==> src/rtl/braille_msg_scroller_pkg.sv <==
// rtl/braille_msg_scroller_pkg.sv - shared letter constants, state enum and letter check
package braille_pkg;

   localparam int LETTER_W   = 5;
   localparam int LETTER_MIN = 1;
   localparam int LETTER_MAX = 26;
   localparam logic [LETTER_W-1:0] BLANK = 5'd0;

   typedef enum logic {EDIT, SCROLL} state_t;

   function automatic logic is_letter(input logic [LETTER_W-1:0] code);
      return (code >= LETTER_W'(LETTER_MIN)) && (code <= LETTER_W'(LETTER_MAX));
   endfunction

endpackage

==> src/rtl/braille_msg_scroller_if.sv <==
// rtl/braille_msg_scroller_if.sv - switch/key inputs and four-letter display bundle
interface braille_msg_scroller_if #(
   parameter int DEPTH = 16
) ();

   logic [4:0]                   SW;
   logic [3:0]                   KEY;
   logic [4:0]                   L0;
   logic [4:0]                   L1;
   logic [4:0]                   L2;
   logic [4:0]                   L3;
   logic [$clog2(DEPTH+1)-1:0]   count;
   logic                         full;
   logic                         scrolling;

   modport master (
      output SW, KEY,
      input  L0, L1, L2, L3, count, full, scrolling
   );

   modport slave (
      input  SW, KEY,
      output L0, L1, L2, L3, count, full, scrolling
   );

endinterface

==> src/rtl/braille_msg_scroller_key_debounce.sv <==
// rtl/braille_msg_scroller_key_debounce.sv - sync, debounce and press-edge pulse for one active-low key
module key_debounce #(
   parameter int DEBOUNCE_CYCLES = 500000
) (
   input  logic clk,
   input  logic reset,
   input  logic key,
   output logic press
);

   localparam int CW = (DEBOUNCE_CYCLES > 1) ? $clog2(DEBOUNCE_CYCLES + 1) : 1;

   logic          sync1;
   logic          sync2;
   logic          stable;
   logic          armed;
   logic [CW-1:0] cnt;

   // The synchronizer resets to "pressed" so a key held through reset is debounced
   // silently; pulses are only armed once a released level has actually been seen.
   always_ff @(posedge clk) begin
      if (reset) begin
         sync1  <= 1'b0;
         sync2  <= 1'b0;
         stable <= 1'b1;
         armed  <= 1'b0;
         cnt    <= '0;
         press  <= 1'b0;
      end else begin
         sync1 <= key;
         sync2 <= sync1;
         press <= 1'b0;
         if (sync2)
            armed <= 1'b1;
         if (sync2 == stable) begin
            cnt <= '0;
         end else if (cnt == CW'(DEBOUNCE_CYCLES - 1)) begin
            cnt    <= '0;
            stable <= sync2;
            press  <= armed & ~sync2;
         end else begin
            cnt <= cnt + 1'b1;
         end
      end
   end

endmodule

==> src/rtl/braille_msg_scroller.sv <==
// rtl/braille_msg_scroller.sv - debounced letter message editor with four-digit scroll view
module braille_msg_scroller
   import braille_pkg::*;
#(
   parameter int DEPTH           = 16,
   parameter int DEBOUNCE_CYCLES = 500000,
   parameter int TICK_DIV        = 25000000
) (
   input  logic                  CLOCK_50,
   input  logic                  reset,
   braille_msg_scroller_if.slave io
);

   localparam int CW = $clog2(DEPTH + 1);
   localparam int AW = (DEPTH > 1) ? $clog2(DEPTH) : 1;
   localparam int PW = $clog2(DEPTH + 4) + 1;
   localparam int TW = (TICK_DIV > 1) ? $clog2(TICK_DIV) : 1;

   logic [3:0]          press;
   state_t              state, state_n;
   logic [CW-1:0]       count, count_n;
   logic [PW-1:0]       pos, pos_n;
   logic [PW-1:0]       len, len_n;
   logic [TW-1:0]       tick, tick_n;
   logic                we;
   logic [LETTER_W-1:0] mem  [DEPTH];
   logic [LETTER_W-1:0] view [DEPTH];
   logic [LETTER_W-1:0] disp   [4];
   logic [LETTER_W-1:0] disp_n [4];
   int                  idx;

   for (genvar i = 0; i < 4; i++) begin : g_key
      key_debounce #(
         .DEBOUNCE_CYCLES(DEBOUNCE_CYCLES)
      ) u_key (
         .clk  (CLOCK_50),
         .reset(reset),
         .key  (io.KEY[i]),
         .press(press[i])
      );
   end

   assign len = PW'(count) + PW'(4);

   // Pulse priority is clear > toggle > delete > append; the scroll tick runs
   // independently of ignored edit pulses.
   always_comb begin
      state_n = state;
      count_n = count;
      pos_n   = pos;
      tick_n  = tick;
      we      = 1'b0;
      if (press[3]) begin
         state_n = EDIT;
         count_n = '0;
         pos_n   = '0;
         tick_n  = '0;
      end else if (press[2]) begin
         if (state == SCROLL) begin
            state_n = EDIT;
         end else if (count != '0) begin
            state_n = SCROLL;
            pos_n   = '0;
            tick_n  = '0;
         end
      end else if (state == EDIT) begin
         if (press[1]) begin
            if (count != '0)
               count_n = count - 1'b1;
         end else if (press[0]) begin
            if (is_letter(io.SW) && (count < CW'(DEPTH))) begin
               we      = 1'b1;
               count_n = count + 1'b1;
            end
         end
      end else begin
         if (tick == TW'(TICK_DIV - 1)) begin
            tick_n = '0;
            pos_n  = (pos == len - 1'b1) ? '0 : pos + 1'b1;
         end else begin
            tick_n = tick + 1'b1;
         end
      end
   end

   // Display is built from next-state values so it updates on the action edge.
   always_comb begin
      view   = mem;
      if (we)
         view[count[AW-1:0]] = io.SW;
      len_n  = PW'(count_n) + PW'(4);
      idx    = 0;
      disp_n = '{default: BLANK};
      for (int m = 0; m < 4; m++) begin
         if (state_n == EDIT) begin
            idx = int'(count_n) - 1 - m;
            if (idx >= 0)
               disp_n[m] = view[AW'(idx)];
         end else begin
            idx = int'(pos_n) + (3 - m);
            if (idx >= int'(len_n))
               idx = idx - int'(len_n);
            if (idx < int'(count_n))
               disp_n[m] = view[AW'(idx)];
         end
      end
   end

   always_ff @(posedge CLOCK_50) begin
      if (reset) begin
         state <= EDIT;
         count <= '0;
         pos   <= '0;
         tick  <= '0;
         disp  <= '{default: BLANK};
      end else begin
         state <= state_n;
         count <= count_n;
         pos   <= pos_n;
         tick  <= tick_n;
         disp  <= disp_n;
      end
   end

   always_ff @(posedge CLOCK_50) begin
      if (!reset && we)
         mem[count[AW-1:0]] <= io.SW;
   end

   assign io.L0        = disp[0];
   assign io.L1        = disp[1];
   assign io.L2        = disp[2];
   assign io.L3        = disp[3];
   assign io.count     = count;
   assign io.full      = (count == CW'(DEPTH));
   assign io.scrolling = (state == SCROLL);

endmodule
==> src/flat_wrapper.sv <==
// flat-port wrapper written by rule: the top's interface ports become plain ports
module braille_msg_scroller_flat import braille_pkg::*;
#(
   parameter int DEPTH           = 16,
   parameter int DEBOUNCE_CYCLES = 500000,
   parameter int TICK_DIV        = 25000000
)
  (CLOCK_50, reset, io_SW, io_KEY, io_L0, io_L1, io_L2, io_L3, io_count, io_full, io_scrolling);
  braille_msg_scroller_if #(.DEPTH(DEPTH)) io_i ();
  input  logic CLOCK_50;
  input  logic reset;
  input wire logic [$bits(io_i.SW)-1:0] io_SW;
  input wire logic [$bits(io_i.KEY)-1:0] io_KEY;
  output wire logic [$bits(io_i.L0)-1:0] io_L0;
  output wire logic [$bits(io_i.L1)-1:0] io_L1;
  output wire logic [$bits(io_i.L2)-1:0] io_L2;
  output wire logic [$bits(io_i.L3)-1:0] io_L3;
  output wire logic [$bits(io_i.count)-1:0] io_count;
  output wire logic [$bits(io_i.full)-1:0] io_full;
  output wire logic [$bits(io_i.scrolling)-1:0] io_scrolling;
  assign io_i.SW = io_SW;
  assign io_i.KEY = io_KEY;
  assign io_L0 = io_i.L0;
  assign io_L1 = io_i.L1;
  assign io_L2 = io_i.L2;
  assign io_L3 = io_i.L3;
  assign io_count = io_i.count;
  assign io_full = io_i.full;
  assign io_scrolling = io_i.scrolling;
  braille_msg_scroller #(.DEPTH(DEPTH), .DEBOUNCE_CYCLES(DEBOUNCE_CYCLES), .TICK_DIV(TICK_DIV)) u_core (.CLOCK_50(CLOCK_50), .reset(reset), .io(io_i));
endmodule
==> config.mk <==
export PLATFORM = sky130hd
export DESIGN_NAME = braille_msg_scroller_flat
export DESIGN_NICKNAME = d
export VERILOG_FILES = /design/src/rtl/braille_msg_scroller_pkg.sv /design/src/rtl/braille_msg_scroller_if.sv /design/src/rtl/braille_msg_scroller_key_debounce.sv /design/src/rtl/braille_msg_scroller.sv /design/src/flat_wrapper.sv
export SDC_FILE = /design/constraint.sdc
export NUM_CORES = 1
export LEC_CHECK = 0
export ABC_AREA = 0
export CAP_MARGIN = 30
export CORE_MARGIN = 3
export CORE_UTILIZATION = 40
export DETAILED_ROUTE_END_ITERATION = 6
export PLACE_DENSITY = 0.52
export SYNTH_ARGS = -nofsm -noshare
export SYNTH_HDL_FRONTEND = slang
export SYNTH_SLANG_ARGS = --single-unit
export TNS_END_PERCENT = 100
==> constraint.sdc <==
create_clock -name CLOCK_50 -period 12.59 [get_ports CLOCK_50]
set_clock_uncertainty 0.05 [all_clocks]
set_input_delay 1.259 -clock CLOCK_50 [delete_from_list [all_inputs] [get_ports CLOCK_50]]
set_output_delay 1.259 -clock CLOCK_50 [all_outputs]
set_load 0.03 [all_outputs]
# [Word level (Yosys, flattened, before mapping)]
# Cells that the tools add are included.
[classes] n_addsub=22 n_mul=0 div=0 order_cmp=25 eq_ne=12 shift=0 muxes=77 bitwise=25 reduce_logical=22
[ops] op="two-way mux 32 bit" count=8
[ops] op="two-way mux 5 bit" count=36
[ops] op="binary-select mux 5 bit (select 4 bit)" count=8
[ops] op=">= comparator 32 x 1 -> 1 bit, second input constant" count=4
[ops] op="< comparator 32 x 6 -> 1 bit" count=4
[ops] op="two-way mux 25 bit" count=5
[ops] op=">= comparator 32 x 7 -> 1 bit" count=3
[ops] op="subtractor 32 x 7 -> 32 bit" count=3
[ops] op="bitwise mux 80 bit" count=1
[ops] op="two-way mux 80 bit" count=1
[ops] op="adder 19 x 1 -> 19 bit, second input constant" count=4
[ops] op="equality test 19 bit, second input constant" count=4
[ops] op="subtractor 32 x 3 -> 32 bit, second input constant" count=2
[ops] op="two-way mux 6 bit" count=7
[ops] op=">= comparator 4 x 5 -> 1 bit, second input constant" count=8
[ops] op="NOT 4 bit" count=8
[ops] op="subtractor 32 x 2 -> 32 bit, second input constant" count=1
[ops] op="adder 25 x 1 -> 25 bit, second input constant" count=1
[ops] op="equality test 25 bit, second input constant" count=1
[ops] op="OR reduction 3 bit" count=8
[ops] op="demux 5 bit (select 4 bit)" count=1
[ops] op="adder 6 x 2 -> 7 bit, second input constant" count=2
[ops] op="adder 5 x 3 -> 6 bit, second input constant" count=2
[ops] op="NOT 1 bit" count=12
[ops] op="27 further kinds" count=49
[word_totals] register_bits=233 latchBits=0 ram_bits=0 mem_bits_ro=0 input_bits=11 output_inout_bits=27 elab_cells=231 n_memories=0

# [Longest topological paths before layout]
[logic_depth] depth_word=19 ltp_mapped=37 ltp_nobuf=32

# [Cells and area by module]
# A second synthesis with hierarchy kept.
[unflattened] cells_unflattened=2390 area_unflattened_um2=20312.0
[by_module_without_submodules] mod="braille_msg_scroller" instances=1 cells_each=1913 area_each_um2=16000.3 seq_area_each_um2=3543.4
[by_module_without_submodules] mod="key_debounce (u_core.g_key[0].u_key ...)" instances=3 cells_each=120 area_each_um2=1087.3 seq_area_each_um2=480.5
[by_module_without_submodules] mod="key_debounce (u_core.g_key[3].u_key)" instances=1 cells_each=117 area_each_um2=1049.8 seq_area_each_um2=480.5

# [Worst setup path before layout]
# No wires, ideal clock.
[synth_path] kind="input to register" startpoint="input port io_SW[2]" endpoint="register u_core.mem[0] in the netlist's numbering, enable pin" setup_ns=0.714 arrival_time_ns=9.816 t_required_ns=11.826 setup_slack_ns=2.010 stages=5 n_path_buf=1 path_cell_list="clkbuf_1 or4_1 o221ai_1 or2_2 nor4_1"
[synth_between] elab_chain_len=10 elab_cells_between_ends=11 cone_classes="order compare: 2; mux: 6; reduce/logical: 3"
[synth_lines] element="start, declared" line="flat_wrapper.sv:12" source="input wire logic [$bits(io_i.SW)-1:0] io_SW;"
[synth_lines] element=">= comparator 5 x 1 -> 1 bit or <= comparator 5 bit (tied branches)" line="braille_msg_scroller_pkg.sv:12" source="return (code >= LETTER_W'(LETTER_MIN)) && (code <= LETTER_W'(LETTER_MAX));"
[synth_lines] element="logical AND 1 bit *" line="braille_msg_scroller_pkg.sv:12"
[synth_lines] element="logical AND 1 bit *" line="braille_msg_scroller.sv:71" source="if (is_letter(io.SW) && (count < CW'(DEPTH))) begin"
[synth_lines] element="two-way mux 1 bit *" line="braille_msg_scroller.sv:71"
[synth_lines] element="two-way mux 1 bit *" line="braille_msg_scroller.sv:70" source="end else if (press[0]) begin"
[synth_lines] element="two-way mux 1 bit *" line="braille_msg_scroller.sv:67" source="if (press[1]) begin"
[synth_lines] element="two-way mux 1 bit *" line="braille_msg_scroller.sv:66" source="end else if (state == EDIT) begin"
[synth_lines] element="two-way mux 1 bit *" line="braille_msg_scroller.sv:58" source="end else if (press[2]) begin"
[synth_lines] element="two-way mux 1 bit *" line="braille_msg_scroller.sv:53" source="if (press[3]) begin"
[synth_lines] element="logical AND 1 bit *" line="braille_msg_scroller.sv:126" source="if (!reset && we)"
[synth_lines] element="end signal, assigned by index" line="braille_msg_scroller.sv:127" source="mem[count[AW-1:0]] <= io.SW;"
[synth_lines] element="end, declared" line="braille_msg_scroller.sv:26" source="logic [LETTER_W-1:0] mem [DEPTH];"
# Mark *: on every way between the ends. The rest lies on a longest branch, timed or not.
# A chain may end at the register's enable or synchronous reset.

# [Worst setup path in the final report]
[layout_path] startpoint="register u_core.count[0] (netlist: u_core.io.count[0])" endpoint="register u_core.disp (netlist bit u_core.io.L0[4])"
[layout_between] elab_chain_len=18 elab_cells_between_ends=60 cone_classes="add/sub: 8; order compare: 6; eq/ne: 1; mux: 39; bitwise: 3; reduce/logical: 3"
[layout_lines] element="start, declared" line="braille_msg_scroller.sv:21" source="logic [CW-1:0] count, count_n;"
[layout_lines] element="start signal, assigned" line="braille_msg_scroller.sv:118" source="count <= count_n;"
[layout_lines] element="adder 5 x 3 -> 6 bit" line="braille_msg_scroller.sv:43" source="assign len = PW'(count) + PW'(4);"
[layout_lines] element="subtractor 6 x 1 -> 6 bit" line="braille_msg_scroller.sv:79" source="pos_n = (pos == len - 1'b1) ? '0 : pos + 1'b1;"
[layout_lines] element="equality test 6 bit" line="braille_msg_scroller.sv:79"
[layout_lines] element="two-way mux 6 bit" line="braille_msg_scroller.sv:79"
[layout_lines] element="two-way mux 6 bit" line="braille_msg_scroller.sv:77" source="if (tick == TW'(TICK_DIV - 1)) begin"
[layout_lines] element="two-way mux 6 bit" line="braille_msg_scroller.sv:66"
[layout_lines] element="two-way mux 6 bit *" line="braille_msg_scroller.sv:58"
[layout_lines] element="two-way mux 6 bit *" line="braille_msg_scroller.sv:53"
[layout_lines] element="via u_core.pos_n[1]" line="braille_msg_scroller.sv:22" source="logic [PW-1:0] pos, pos_n;"
[layout_lines] element="adder 6 x 2 -> 7 bit *" line="braille_msg_scroller.sv:100" source="idx = int'(pos_n) + (3 - m);"
[layout_lines] element="subtractor 32 x 7 -> 32 bit or >= comparator 32 x 7 -> 1 bit (tied branches)" line="braille_msg_scroller.sv:102, braille_msg_scroller.sv:101"
[layout_lines] element="two-way mux 32 bit *" line="braille_msg_scroller.sv:101" source="if (idx >= int'(len_n))"
[layout_lines] element="two-way mux 32 bit *" line="braille_msg_scroller.sv:95" source="if (state_n == EDIT) begin"
[layout_lines] element="parallel branches: the longest is 4 deep, another holds < comparator 32 x 6 -> 1 bit"
[layout_lines] element="two-way mux 5 bit *" line="braille_msg_scroller.sv:103" source="if (idx < int'(count_n))"
[layout_lines] element="two-way mux 5 bit *" line="braille_msg_scroller.sv:95"
[layout_lines] element="end signal, assigned" line="braille_msg_scroller.sv:121" source="disp <= disp_n;"
[layout_lines] element="end, declared" line="braille_msg_scroller.sv:28" source="logic [LETTER_W-1:0] disp [4];"
# Mark *: on every way through the listed nets, which the timed path passes. The select of a mux whose other input is x is not followed.

==> results.yml <==
worst_setup_path:
  cp-start-kind: "flip-flop"
  r2r_start: "u_core.io.count[0]$_SDFF_PP0_"
  path_common_cell: "ha_1"
  critPathCapture: "u_core.io.L0[4]$_SDFF_PP0_"
  cp-end-kind: "flip-flop"
  cp_slowest_cell: "o21bai_1"
  crit_required_ps: 13040
  crit_type: "flip-flop to flip-flop"
  crit_start: "u_core.io.count[0]$_SDFF_PP0_"
  critPathArrivalTime_ps: 9930
  r2r_end: "u_core.io.L0[4]$_SDFF_PP0_"
  rrSetupSlack_ps: 3110
  cp_max_fo: 17
  reg2reg_depth: 29
  cpPeakStageDelay_ps: 830
timing:
  fmax_ghz: 0.105
  min_period_ps: 9480
  tns_ps: 0
  period_share_pct: 75.3
  hold_slack_ps: 384
  hold_violations: 0
  tightest_slew_ps: 1070
  finalSetupViolations: 0
  slew_headroom_pct: 28.8
  rsz0062_at_grt: "false"
  slew_viol_final: 0
synthesis:
  synth_edf_count: 80
  ys_ff_latch: 233
  synth_cell_types: 93
  synth_seq_area_share_pct: 28.1
  syn_area_per_cell_sq_um: 8.14
  synth_nets: 2471
  synth-main-ff-cell: "dfxtp_1"
  netlist_area_sq_um: 19500
  ys_async_sr_fraction_pct: 0
  synthCells: 2389
  ys_warn_count: 0
cells_and_area:
  regArea_sq_um: 5470
  multi_input_area_sq_um: 13000
  nNetsFinal: 2453
  fillers: 4744
  insertedDiodeCount: 0
  final_util_pct: 44.7
  syn_to_final_growth_pct: 9.97
  layout-drive-gt1-share_pct: 10.1
run:
  maxCapViolCount: 0
drt:
  vias: 18400
  first_pass_iters: 6
  ant_nets: 0
  wirelength_microns: 65700
  wl_per_cell_microns: 21.9
  drc: 0
  drt_iter0_drc: 2118
  viasPerCell: 6.13
power_and_ir_drop:
  clockPowerShare_pct: 46.1
  p_switching_uw: 446
  pwr-share-seq_pct: 44.9
  intPower_uw: 1300
  p_leak_uw: 0.00807
  p_comb_share_pct: 9.1
  switching_share_pct: 25.6
  power_density_nw_per_um2: 81.5
  ir_drop_mv: 0.0999
cts:
  clock_latency_ps: 600
  cts_buffers: 29
  cts_tree: "yes"
  cts_resized: 0
  root_buffer: "clkbuf_16"
  cts_hold_buf: 0
  clock_path_buffers: 3
  clock_sinks: 233
  cts.clk_slew.worst_paths_ps: 60
  cts_setup_buffers: 0
  cts_max_level: 1
grt:
  grtUsageTotal_pct: 24.8
  grt_pass1_vias: 16700
  grt.overflow.total: 0
  antenna_found_initial: 0
  grt_max_degree: 100
  grt_pass1_wl_microns: 99800
placement:
  io_buffers: 37
  dp_hpwl_microns: 48100
  gp_congestion: 0.969
floorplan:
  die_w_microns: 227
  die-area_sq_um: 51300
  num_rows: 80
  boundaryPins: 38
  initial_utilization_pct: 40.7
  core_area_sq_um: 47800
  chipHeight_microns: 227
outcome:
  status: "complete, no violations"
min_path:
  worst_hold_path_type: "flip-flop to flip-flop"
-- layout make-up --
| class | count | share of cell area, % |
|---|---|---|
| clock buffer | 46 | 3.94 |
| clock inverter | 6 | 0.257 |
| inverter | 129 | 2.26 |
| multi-input combinational | 1884 | 60.6 |
| sequential | 233 | 25.5 |
| tap | 615 | 3.60 |
| timing repair buffer | 94 | 3.79 |
-- cell families (layout without fill, tap and decap cells) --
kind of cell             Yosys count  count (layout)  synth area share [%]
flip-flops                       233             233                  28.1
XOR/XNOR                         117             117                  5.34
AND/OR/NAND/NOR                  895             895                  21.1
multiplexers                     262             262                  17.1
adder cells (fa/ha/maj)           71              71                  4.72
buffers and inverters            272             275                  5.62
AO/OA/AOI/OAI                    539             539                  18.0
-- power groups by stage --
| stage | logic, uW | registers, uW | clock network, uW |
|---|---|---|---|
| floorplan | 118 | 798 | 0 |
| global placement | 155 | 799 | 0 |
| detailed placement | 156 | 799 | 0 |
| CTS | 157 | 783 | 826 |
| global route | 175 | 783 | 857 |
| finish | 158 | 783 | 803 |
-- worst min path at each step --
stage	startpoint	to	slack [ps]	cells past startpoint
2_1_floorplan	u_core.g_key[0].u_key.sync1$_SDFF_PP0_	u_core.g_key[0].u_key.sync2$_SDFF_PP0_	360	1
3_3_place_gp	u_core.g_key[0].u_key.sync1$_SDFF_PP0_	u_core.g_key[0].u_key.sync2$_SDFF_PP0_	370	1
3_5_place_dp	u_core.g_key[3].u_key.sync1$_SDFF_PP0_	u_core.g_key[3].u_key.sync2$_SDFF_PP0_	370	1
4_1_cts	u_core.g_key[3].u_key.sync1$_SDFF_PP0_	u_core.g_key[3].u_key.sync2$_SDFF_PP0_	390	1
5_1_grt	u_core.g_key[3].u_key.sync1$_SDFF_PP0_	u_core.g_key[3].u_key.sync2$_SDFF_PP0_	410	1
6_report	u_core.g_key[3].u_key.sync1$_SDFF_PP0_	u_core.g_key[3].u_key.sync2$_SDFF_PP0_	380	1
-- sequential cells by signal (all words and copies together) (netlist names) --
register,flops
u_core.mem,80
u_core.g_key.u_key.cnt,76
u_core.tick,25
u_core.pos,6
u_core.io.L0,5
u_core.io.L1,5
u_core.io.L2,5
u_core.io.L3,5
u_core.io.count,5
u_core.g_key.u_key.armed,4
u_core.g_key.u_key.press,4
u_core.g_key.u_key.stable,4
u_core.g_key.u_key.sync1,4
u_core.g_key.u_key.sync2,4
u_core.io.scrolling,1
-- stage by stage --
step	instances	cell area (sq um)	total power (uW)	setup slack [ps]
after global routing	3007	21400	1810	2310
after floorplan	2389	19500	916	2010
after global placement	2951	20500	953	3140
after CTS	3007	21400	1770	3230
after detailed placement	2955	20500	955	2870
final	3007	21400	1740	3110
-- cells in the mapped netlist, types with 19 or more instances --
master / instances / area (sq um)
edfxtp_1: 80 / 2400
nand2_1: 242 / 908
buf_2: 22 / 110
xnor2_1: 52 / 455
a211oi_1: 24 / 180
o21ai_1: 23 / 115
o22ai_1: 54 / 338
nand4_1: 31 / 194
o211ai_1: 30 / 225
mux2i_1: 154 / 1540
nor2_1: 333 / 1250
xor2_1: 63 / 552
ha_1: 67 / 838
nor4_1: 25 / 156
buf_1: 19 / 71.3
o21ai_0: 100 / 500
nor3_1: 56 / 280
dfxtp_1: 153 / 3060
inv_1: 126 / 473
and3_1: 24 / 150
mux4_2: 50 / 1130
nor2b_1: 24 / 150
mux2_2: 49 / 552
clkbuf_1: 94 / 353
a21oi_1: 135 / 676
a21o_1: 35 / 263
nand3_1: 72 / 360
-- critical path: cells and delay by family, from the launching register on --
kind	cells	cell delay, ps
XOR/XNOR	1	160
flip-flops	1	540
multiplexers	1	250
AND/OR/NAND/NOR	7	1570
AO/OA/AOI/OAI	11	4400
adder cells (fa/ha/maj)	4	1410
buffers and inverters	5	980
-- per-layer routing --
layer	global-route usage [%]	up-vias	part of all wire, %
met5	0	-	0
met2	37.5	803	43
met1	36.8	8840	46
met3	3.78	131	8.4
met4	6.84	0	2.9
li1	-	8646	-
-- cells in the final DEF (no fill, tap or decap), drive strengths merged, types with 11 or more instances in the layout --
| cell | instances |
|---|---|
| a211oi | 25 |
| a21o | 35 |
| a21oi | 139 |
| a311oi | 14 |
| a31oi | 17 |
| and2 | 11 |
| and3 | 24 |
| buf | 58 |
| clkbuf | 46 |
| clkdlybuf4s50 | 36 |
| dfxtp | 153 |
| edfxtp | 80 |
| ha | 67 |
| inv | 131 |
| mux2 | 56 |
| mux2i | 156 |
| mux4 | 50 |
| nand2 | 242 |
| nand2b | 11 |
| nand3 | 72 |
| nand4 | 31 |
| nor2 | 333 |
| nor2b | 24 |
| nor3 | 56 |
| nor4 | 26 |
| o211ai | 30 |
| o21ai | 124 |
| o22ai | 55 |
| or2 | 11 |
| or3 | 18 |
| xnor2 | 53 |
| xor2 | 64 |
Note: power is estimated with default switching activity, not from simulation.
